`config.mk`:
```
export PLATFORM = sky130hd
export DESIGN_NAME = triangle_monitor_flat
export DESIGN_NICKNAME = d
export VERILOG_FILES = /design/src/rtl/triangle_monitor_if.sv /design/src/rtl/triangle_monitor.sv /design/src/flat_wrapper.sv
export SDC_FILE = /design/constraint.sdc
export NUM_CORES = 1
export LEC_CHECK = 0
export CORE_ASPECT_RATIO = 0.7
export CORE_MARGIN = 10
export CORE_UTILIZATION = 62
export DETAILED_ROUTE_END_ITERATION = 8
export GPL_TIMING_DRIVEN = 0
export PLACE_DENSITY = 0.86
export RECOVER_POWER = 50
export SLEW_MARGIN = 20
export SYNTH_ARGS = -nofsm -noshare
export SYNTH_HDL_FRONTEND = slang
export SYNTH_SLANG_ARGS = --single-unit
```
`constraint.sdc`:
```
create_clock -name clk -period 5.7 [get_ports clk]
set_input_delay 1.14 -clock clk [delete_from_list [all_inputs] [get_ports clk]]
set_output_delay 1.14 -clock clk [all_outputs]
set_load 0.005 [all_outputs]
```
`src/rtl/triangle_monitor_if.sv`:
```
// Sample bus carrying the triangle waveform into the monitor.
// The source drives the master side and the monitor listens on the slave side.
interface triangle_monitor_if #(
   parameter int WIDTH = 8
);
   logic [WIDTH-1:0] sample_in;
   logic             sample_valid;

   modport master (output sample_in, output sample_valid);
   modport slave  (input  sample_in, input  sample_valid);
endinterface

```
`src/rtl/triangle_monitor.sv`:
```
// Receive-side checker for a 0 -> PEAK -> 0 triangle waveform. It tracks the
// slope, flags peaks and troughs, measures the period, counts errors and declares lock.
module triangle_monitor #(
   parameter int WIDTH        = 8,
   parameter int PEAK         = 127,
   parameter int PERIOD_W     = 16,
   parameter int LOCK_PERIODS = 2
) (
   input  logic                clk,
   input  logic                reset,
   triangle_monitor_if.slave   bus,
   output logic                direction,
   output logic                peak_pulse,
   output logic                trough_pulse,
   output logic [PERIOD_W-1:0] period,
   output logic                period_valid,
   output logic                locked,
   output logic                error_pulse,
   output logic [7:0]          err_count
);
   localparam logic [1:0] ST_IDLE   = 2'd0;
   localparam logic [1:0] ST_DIR    = 2'd1;
   localparam logic [1:0] ST_TRACK  = 2'd2;
   localparam logic [1:0] ST_LOCKED = 2'd3;

   localparam int XW = WIDTH + 1;
   localparam logic [XW-1:0]       PEAK_X      = XW'(PEAK);
   localparam logic [XW-1:0]       ONE_X       = XW'(1);
   localparam logic [XW-1:0]       ZERO_X      = XW'(0);
   localparam logic [PERIOD_W-1:0] GOOD_PERIOD = PERIOD_W'(2 * PEAK);
   localparam logic [PERIOD_W-1:0] CNT_MAX     = {PERIOD_W{1'b1}};
   localparam logic [PERIOD_W-1:0] ONE_P       = PERIOD_W'(1);
   localparam logic [3:0]          LOCK_TARGET = 4'(LOCK_PERIODS);

   logic [1:0]          state,       state_nxt;
   logic [WIDTH-1:0]    ref_val,     ref_nxt;
   logic                trough_seen, seen_nxt;
   logic [PERIOD_W-1:0] cnt,         cnt_nxt;
   logic [3:0]          good,        good_nxt;
   logic                dir_nxt,     locked_nxt;
   logic [PERIOD_W-1:0] period_nxt;
   logic [7:0]          errc_nxt;
   logic                peak_hit, trough_hit, err_hit, pv_hit;

   // Extra top bit keeps ref+1 / ref-1 free of wrap-around aliasing.
   logic [XW-1:0]       s_ext, r_ext;
   logic                is_up, is_dn, out_of_range, at_peak, at_zero;
   logic [PERIOD_W-1:0] cnt_inc;
   logic [3:0]          good_inc;

   assign s_ext        = {1'b0, bus.sample_in};
   assign r_ext        = {1'b0, ref_val};
   assign is_up        = (s_ext == (r_ext + ONE_X));
   assign is_dn        = (s_ext == (r_ext - ONE_X));
   assign out_of_range = (s_ext > PEAK_X);
   assign at_peak      = (s_ext == PEAK_X);
   assign at_zero      = (s_ext == ZERO_X);
   assign cnt_inc      = (cnt == CNT_MAX) ? CNT_MAX : (cnt + ONE_P);
   assign good_inc     = (good == 4'hF) ? 4'hF : (good + 4'd1);

   // Next-state evaluation for one accepted sample.
   always_comb begin
      state_nxt  = state;
      ref_nxt    = ref_val;
      dir_nxt    = direction;
      seen_nxt   = trough_seen;
      cnt_nxt    = cnt;
      good_nxt   = good;
      period_nxt = period;
      locked_nxt = locked;
      errc_nxt   = err_count;
      peak_hit   = 1'b0;
      trough_hit = 1'b0;
      err_hit    = 1'b0;
      pv_hit     = 1'b0;

      if (bus.sample_valid) begin
         cnt_nxt = cnt_inc;
         ref_nxt = bus.sample_in;
         if (out_of_range) begin
            err_hit   = 1'b1;
            ref_nxt   = ref_val;
            state_nxt = ST_IDLE;
         end else begin
            case (state)
               ST_IDLE: begin
                  state_nxt = ST_DIR;
               end
               ST_DIR: begin
                  if (is_up) begin
                     state_nxt = ST_TRACK;
                     dir_nxt   = 1'b0;
                     peak_hit  = at_peak;
                  end else if (is_dn) begin
                     state_nxt  = ST_TRACK;
                     dir_nxt    = 1'b1;
                     trough_hit = at_zero;
                  end else begin
                     err_hit = 1'b1;
                  end
               end
               ST_TRACK, ST_LOCKED: begin
                  if (!direction && is_up) begin
                     peak_hit = at_peak;
                  end else if (direction && is_dn) begin
                     trough_hit = at_zero;
                  end else begin
                     err_hit   = 1'b1;
                     state_nxt = ST_DIR;
                  end
               end
               default: begin
                  state_nxt = ST_IDLE;
               end
            endcase
         end
      end else begin
         state_nxt = state;
      end

      if (peak_hit) begin
         dir_nxt = 1'b1;
      end else begin
         peak_hit = 1'b0;
      end

      if (err_hit) begin
         seen_nxt   = 1'b0;
         good_nxt   = 4'd0;
         locked_nxt = 1'b0;
         errc_nxt   = (err_count == 8'hFF) ? 8'hFF : (err_count + 8'd1);
      end else begin
         errc_nxt = err_count;
      end

      // A trough closes the running period only once a previous trough anchored it.
      if (trough_hit) begin
         dir_nxt  = 1'b0;
         cnt_nxt  = {PERIOD_W{1'b0}};
         seen_nxt = 1'b1;
         if (trough_seen) begin
            pv_hit     = 1'b1;
            period_nxt = cnt_inc;
            if (cnt_inc == GOOD_PERIOD) begin
               good_nxt = good_inc;
               if (good_inc >= LOCK_TARGET) begin
                  locked_nxt = 1'b1;
                  state_nxt  = ST_LOCKED;
               end else begin
                  locked_nxt = locked;
               end
            end else begin
               good_nxt   = 4'd0;
               locked_nxt = 1'b0;
               state_nxt  = ST_TRACK;
            end
         end else begin
            pv_hit = 1'b0;
         end
      end else begin
         trough_hit = 1'b0;
      end
   end

   // State and registered outputs.
   always_ff @(posedge clk or negedge reset) begin
      if (!reset) begin
         state        <= ST_IDLE;
         ref_val      <= {WIDTH{1'b0}};
         trough_seen  <= 1'b0;
         cnt          <= {PERIOD_W{1'b0}};
         good         <= 4'd0;
         direction    <= 1'b0;
         peak_pulse   <= 1'b0;
         trough_pulse <= 1'b0;
         period       <= {PERIOD_W{1'b0}};
         period_valid <= 1'b0;
         locked       <= 1'b0;
         error_pulse  <= 1'b0;
         err_count    <= 8'd0;
      end else begin
         state        <= state_nxt;
         ref_val      <= ref_nxt;
         trough_seen  <= seen_nxt;
         cnt          <= cnt_nxt;
         good         <= good_nxt;
         direction    <= dir_nxt;
         peak_pulse   <= peak_hit;
         trough_pulse <= trough_hit;
         period       <= period_nxt;
         period_valid <= pv_hit;
         locked       <= locked_nxt;
         error_pulse  <= err_hit;
         err_count    <= errc_nxt;
      end
   end
endmodule

```
`src/flat_wrapper.sv`:
```
// flat-port wrapper written by rule: the top's interface ports become plain ports
module triangle_monitor_flat 
#(
   parameter int WIDTH        = 8,
   parameter int PEAK         = 127,
   parameter int PERIOD_W     = 16,
   parameter int LOCK_PERIODS = 2
)
  (clk, reset, direction, peak_pulse, trough_pulse, period, period_valid, locked, error_pulse, err_count, bus_sample_in, bus_sample_valid);
  triangle_monitor_if #(.WIDTH(WIDTH)) bus_i ();
  input  logic clk;
  input  logic reset;
  output logic direction;
  output logic peak_pulse;
  output logic trough_pulse;
  output logic [PERIOD_W-1:0] period;
  output logic period_valid;
  output logic locked;
  output logic error_pulse;
  output logic [7:0] err_count;
  input wire logic [$bits(bus_i.sample_in)-1:0] bus_sample_in;
  input wire logic [$bits(bus_i.sample_valid)-1:0] bus_sample_valid;
  assign bus_i.sample_in = bus_sample_in;
  assign bus_i.sample_valid = bus_sample_valid;
  triangle_monitor #(.WIDTH(WIDTH), .PEAK(PEAK), .PERIOD_W(PERIOD_W), .LOCK_PERIODS(LOCK_PERIODS)) u_core (.clk(clk), .reset(reset), .bus(bus_i), .direction(direction), .peak_pulse(peak_pulse), .trough_pulse(trough_pulse), .period(period), .period_valid(period_valid), .locked(locked), .error_pulse(error_pulse), .err_count(err_count));
endmodule
```
## Word level (Yosys, flattened, before mapping)

Cells that the tools add are included.

- $add $sub $neg: 5
- Magnitude comparators: 2
- Equal/unequal tests: 12
- Muxes and demuxes: 57
- Bitwise operators: 1
- Reductions and logical operators: 14

Operators with widths:

| operator | number |
|---|---|
| $mux 16 | 3 |
| $mux 1 | 34 |
| $mux 2 | 10 |
| $mux 4 | 5 |
| $eq 8x9->1 | 2 |
| $add 16x1->16 const B | 1 |
| $eq 16x16->1 const B | 1 |
| $eq 16x8->1 const B | 1 |
| $add 8x1->9 const B | 1 |
| $logic_not 9->1 | 1 |
| $sub 8x1->9 const B | 1 |
| $add 8x1->8 const B | 1 |
| $eq 8x7->1 const B | 1 |
| $eq 8x8->1 const B | 1 |
| $gt 8x7->1 const B | 1 |
| $mux 8 | 1 |
| $pmux 1 s2 | 3 |
| $pmux 2 s3 | 1 |
| $reduce_bool 3->1 | 2 |
| $add 4x1->4 const B | 1 |
| $eq 2x2->1 const B | 2 |
| $eq 4x4->1 const B | 1 |
| $ge 4x2->1 const B | 1 |
| $ne 4x4->1 const B | 1 |
| other kinds (11) | 14 |

- Register bits after elaboration: 61
- Logic and storage cells: 104

## Depth between registers and ports, before layout

- Word-level depth: 12
- Gate-level depth with buffers: 13
- Mapped depth without buffers: 11

## Worst setup path before layout

Ideal clock, no wire load.

- Kind: input port to flip-flop
- Start point: in bus_sample_in[3]
- End point: reg u_core.err_count[0]
- Setup time: 0.125 ns
- Data arrival time: 3.114 ns
- Path slack: 2.461 ns
- Stages: 8
- Path through: buf_2 xor2_1 xor2_1 or4b_2 a211o_2 o211ai_4 a21oi_4 mux2_4

- Word-level cells in the longest chain between the ends: 7
- Elaborated cells on any way between the ends: 12

RTL lines:

| item | line | text |
|---|---|---|
| start: declaration | flat_wrapper.sv:21 | `input wire logic [$bits(bus_i.sample_in)-1:0] bus_sample_in;` |
| $eq 8x9->1 | triangle_monitor.sv:54 | `assign is_dn = (s_ext == (r_ext - ONE_X));` |
| $logic_and 1x1->1 | triangle_monitor.sv:105 | `end else if (direction && is_dn) begin` |
| $mux 1 | triangle_monitor.sv:105 |  |
| $mux 1 | triangle_monitor.sv:103 | `if (!direction && is_up) begin` |
| $pmux 1 s2 | triangle_monitor.sv:85 | `case (state)` |
| $mux 1 * | triangle_monitor.sv:80 | `if (out_of_range) begin` |
| $mux 1 * | triangle_monitor.sv:77 | `if (bus.sample_valid) begin` |
| net u_core.err_hit | triangle_monitor.sv:43 | `logic peak_hit, trough_hit, err_hit, pv_hit;` |
| end signal: assignment | triangle_monitor.sv:194 | `err_count <= errc_nxt;` |
| end: declaration | triangle_monitor.sv:19 | `output logic [7:0] err_count` |

Mark *: on every way through the listed nets, which the timed path passes. The rest lies on a longest branch.
A chain may end at the register's enable or synchronous reset.

## Final worst setup path

- Start point: in bus_sample_in[7]
- End point: reg u_core.period[2]

- Word-level cells in the longest chain between the ends: 8
- Elaborated cells on any way between the ends: 14

RTL lines:

| item | line | text |
|---|---|---|
| $eq 8x9->1 | triangle_monitor.sv:54 |  |
| $logic_and 1x1->1 | triangle_monitor.sv:105 |  |
| $mux 1 | triangle_monitor.sv:105 |  |
| $mux 1 | triangle_monitor.sv:103 |  |
| $pmux 1 s2 | triangle_monitor.sv:85 |  |
| $mux 1 * | triangle_monitor.sv:80 |  |
| $mux 1 * | triangle_monitor.sv:77 |  |
| $reduce_and 2->1 (no line) * | n/a |  |
| end signal: assignment | triangle_monitor.sv:176 | `period <= {PERIOD_W{1'b0}};` |
| end signal: assignment | triangle_monitor.sv:190 | `period <= period_nxt;` |
| end: declaration | triangle_monitor.sv:15 | `output logic [PERIOD_W-1:0] period,` |

Mark *: on every way between the ends. The rest lies on a longest branch, timed or not.

==> results list <==
- Final slew viol count: 43
* Sum of net half-perimeters after detailed placement: about 7500 um
- In the global route stage, overall resource usage came out at 0.208.
- The number of antenna violations at the first check in global routing came to 0.
- CTS tree: done
* Adder-cell share of the synthesized area: 0.0191
* Final worst slack: around 2.0 ns
* Final-report hold violation count: 0
- Number of filler instances in the final layout: 451
* Total power divided by cell area: 297 mW/mm2
- Mapped Area: 0.00393 mm2
* Slew at the pin closest to its max-slew limit: 2.27 ns
- 0 antenna diodes ended up in the layout.
- Wires add up to 10200 um.
* Vias per Instance: ~6.4
* Max capacitance violation total: 1
- The final reports fail on capacitance limit, slew limit.
* Worst Hold Path Cells: 2
- In this run the deepest clock path goes through 2 buffers.
* Number of rows in the core area: 24
- Startpoint of the worst register-to-register path: u_core.ref_val[1]
- Delay of the slowest critical-path stage: 0.70 ns
- The first global-routing pass estimated approximately 17000 um of wire.
* Cell area after placement: about 0.0044 mm2
- Kind of start point of the critical path: input port
- Most common cell in the synthesized netlist: sky130_fd_sc_hd__dfrtp_1
* Yosys warning total: 0
* Chip Height: between 80 and 90 um
- Required time of the worst setup path: about 6 ns
- Xor-xnor portion of the synthesized cell area: 0.0423
* Fraction of the mapped netlist area in simple logic gates: 0.252
* Reg2Reg Capture Point: u_core.period[2]
* Launching instance or port of the critical path: bus_sample_in[7]
* Fraction of layout instances using a drive strength above 1: 0.142
- Worst-case clock skew: 0.00799 ns
- Netlist cell types: 80
- WS Path Type: input port to register
* Master cell of the clock root buffer: sky130_fd_sc_hd__clkbuf_8
- Nature of the critical path endpoint: register
* Die W: 115 um
- The number of setup buffers added after CTS is 0.
- Clock tree sinks: 61
* Clock-pin slew on the worst setup and hold paths: 0.08 ns
- Critical Path Slowest Stage Cell: sky130_fd_sc_hd__dlygate4sd3_1
* Level count of the clock H-tree: 3
* EDFF count, synth: 0
- In the synthesized netlist the async set-or-reset flop fraction comes to 1.00.
- OpenSTA, run right after detailed placement, puts the worst setup slack at ~1.7 ns.
* Initial core utilization: 0.635
- Share of the synthesized area in compound gates (AO/OA/AOI/OAI): 0.187
- In this run the most critical hold path is launched from u_core.period[14].
- For this design the static power due to leakage is between 1.5 and 2 nW.
* Final worst path period share: 0.658
- The setup check on the worst reg-to-reg path leaves a slack of around 2.6 ns.
- Net total in the final layout: 504
* Largest family of logic cells by synthesized area: simple AND/OR/NAND/NOR gates
- RSZ-0062 raised after global routing: no
- Summing all multi-input logic gate instances after layout gives 0.00221 mm2.
* Pin count of the biggest net entering global routing: 43
- The min-delay analysis places its worst path in the category register to register.
* Area Overhead vs Synth: 17.3%
- CTS-repair resized insts: 0
- Routed length per instance: roughly 18 um
- After the first detailed-routing iteration, the DRC count stood at around 350.
- Detailed routing inserted a total of 3620 vias.
- Of the post-synthesis cell area, the dominant cell type holds 0.388.
* Mean cell area of the mapped netlist: 8.97 um2
* First drt pass iteration count: 6
* Die outline area: ~0.010 mm2
- For this run, the register share of the synthesized area comes to 0.388.
- Number of global-route vias before repair: 3369
- Setup total negative slack on the finished layout was measured at 0 ns.
- For this run, the top clock speed supported by timing is approximately 270 MHz.
- Excluding fillers, the count of instances in the completed layout stands at 570.
* Commonest cells post-synth: sky130_fd_sc_hd__dfrtp_1, sky130_fd_sc_hd__nand2_1, sky130_fd_sc_hd__a21oi_1, sky130_fd_sc_hd__nor2_1, sky130_fd_sc_hd__o21ai_0
- Yosys attributes the largest share of cell area to sky130_fd_sc_hd__dfrtp_1, sky130_fd_sc_hd__nand2_1, sky130_fd_sc_hd__a21oi_1.
- For the worst flop-to-flop path, the logic depth is 11.
- Tmin final: roughly 3.7 ns
* Headroom to the max-slew limit: -0.516
- Routability-driven placement finished with a final weighted congestion of 0.989.
- Later-pin clock latency in the skew report: 0.35 ns
* Instance count of the mapped netlist: between 400 and 500
- In this run the standard cell core region covers just over 0.006 mm2.
* Synth Net Count: 455
* Endpoint of the worst hold-timing path: u_core.period[14]
- Number of buffers inserted during clock tree synthesis: 9
- Across the whole layout, storage elements account for 0.00153 mm2.
* Post-layout util: 0.745
- Final count of negative-setup-slack endpoints: 0
- During placement, the flow inserted port buffers numbering 37.
- The finished cells cover 0.00461 mm2.
* Congestion Overflow GR: 0
- Worst VDD drop: approximately 0.18 mV
* Crit-path cells: dlygate4sd3_1, xor2_1, nand4_1, o311a_2, a2111o_1, inv_2, nand2_4, buf_2, nor3_1, nor2_1
* WP data arrival: roughly 4.0 ns
* Final routed DRC violation total: 0
- Maximum fanout along the worst path: 10
* Yosys reg bits: 61
* Top-Level Pins: between 40 and 50
- In the synthesized netlist the dominant register cell turns out to be sky130_fd_sc_hd__dfrtp_1.
* Total of hold buffers inserted after clock tree synthesis: 0
* Count of antenna-violating nets left after detailed routing: 0
- Multiplexer share of the synthesized area: 0.0608
- Cell type with the highest aggregate area in the netlist: sky130_fd_sc_hd__dfrtp_1
- Counting tap cells, the placed design contains a total of ~550 instances.
- The run finished, with violations left.
worst max-delay path by stage:
stage,slack [ns],endpoint
after global routing,1.46,u_core.ref_val[2]
final,1.95,u_core.period[2]
after floorplan,2.46,u_core.err_count[0]
after global placement,1.58,u_core.cnt[5]
after CTS,2.03,u_core.period[2]
after detailed placement,1.66,u_core.period[2]
area by class of cell:
| class | instances | share of cell area |
|---|---|---|
| plain buffers | 27 | 0.0301 |
| inverters | 15 | 0.0128 |
| multi-input cells | 335 | 0.479 |
| clock inverters | 6 | 0.0187 |
| repair buffers | 38 | 0.0798 |
| flip-flops and latches | 61 | 0.331 |
| well taps | 78 | 0.0212 |
| clock buffers | 10 | 0.0277 |
sequential cells by signal, indices dropped and copies added (netlist names):
register	cells
u_core.period_valid	1
u_core.direction	1
u_core.state	2
u_core.cnt	16
u_core.ref_val	8
u_core.locked	1
u_core.trough_seen	1
u_core.peak_pulse	1
u_core.period	16
u_core.good	4
u_core.trough_pulse	1
u_core.err_count	8
u_core.error_pulse	1
critical path, delay by kind of cell:
family / cells / cell delay [ns]
buf+inv: 3 / 1.06
simple gates: 4 / 0.73
compound gates: 2 / 0.62
xor+xnor: 1 / 0.40
power breakdown:
group          internal, mW  switching [mW]
clock network         0.246           0.184
logic                 0.181           0.210
registers             0.488          0.0586
total                 0.915           0.452
cells by family after synthesis:
family / count (synthesis)
AND/OR/NAND/NOR: 183
AO/OA/AOI/OAI: 106
flip-flops: 61
buffers and inverters: 42
multiplexers: 21
XOR/XNOR: 19
adder cells (fa/ha/maj): 6
per-layer routing:
| metal | up-vias | routed length [um] | GRT usage |
|---|---|---|---|
| met5 | - | 0 | 0 |
| met4 | 0 | 167 | 0.0628 |
| met3 | 19 | 947 | 0.0580 |
| met2 | 156 | 4310 | 0.293 |
| met1 | 1744 | 4790 | 0.301 |
| li1 | 1701 | - | - |
through the flow:
stage               total power, mW  hold WS, ns
detailed placement            0.942        0.465
global placement              0.921        0.454
floorplan                     0.806        0.463
finish                         1.37        0.480
global route                   1.45        0.511
CTS                            1.37        0.486
placed cells by master, fill, tap and decap left out, types with 3 or more instances in the layout:
cell | netlist | routed
sky130_fd_sc_hd__and3_1 | 5 | 5
sky130_fd_sc_hd__mux2_1 | 5 | 5
sky130_fd_sc_hd__dlygate4sd3_1 | 0 | 15
sky130_fd_sc_hd__nor3b_1 | 3 | 3
sky130_fd_sc_hd__or4_1 | 3 | 3
sky130_fd_sc_hd__nand3_1 | 23 | 23
sky130_fd_sc_hd__buf_2 | 7 | 7
sky130_fd_sc_hd__nand2_1 | 52 | 52
sky130_fd_sc_hd__xor2_1 | 12 | 12
sky130_fd_sc_hd__o21a_1 | 4 | 4
sky130_fd_sc_hd__mux2_2 | 10 | 10
sky130_fd_sc_hd__nand4_1 | 7 | 7
sky130_fd_sc_hd__a2111oi_0 | 3 | 3
sky130_fd_sc_hd__nor4b_1 | 3 | 3
sky130_fd_sc_hd__nor3_1 | 12 | 12
sky130_fd_sc_hd__clkdlybuf4s50_1 | 0 | 21
sky130_fd_sc_hd__ha_1 | 6 | 6
sky130_fd_sc_hd__xnor2_1 | 7 | 7
sky130_fd_sc_hd__nor2_1 | 28 | 28
sky130_fd_sc_hd__dfrtp_1 | 61 | 61
sky130_fd_sc_hd__nor4_1 | 4 | 4
sky130_fd_sc_hd__or3_1 | 8 | 8
sky130_fd_sc_hd__buf_4 | 3 | 3
sky130_fd_sc_hd__or2_2 | 6 | 6
sky130_fd_sc_hd__o2bb2ai_1 | 4 | 4
sky130_fd_sc_hd__nand2b_1 | 7 | 7
sky130_fd_sc_hd__a21oi_1 | 30 | 30
sky130_fd_sc_hd__clkbuf_8 | 0 | 9
sky130_fd_sc_hd__mux2i_1 | 4 | 4
sky130_fd_sc_hd__o21ai_0 | 28 | 28
sky130_fd_sc_hd__a211oi_1 | 5 | 5
sky130_fd_sc_hd__inv_1 | 13 | 13
sky130_fd_sc_hd__clkbuf_1 | 13 | 16
Note: power is estimated with default switching activity, not from simulation.
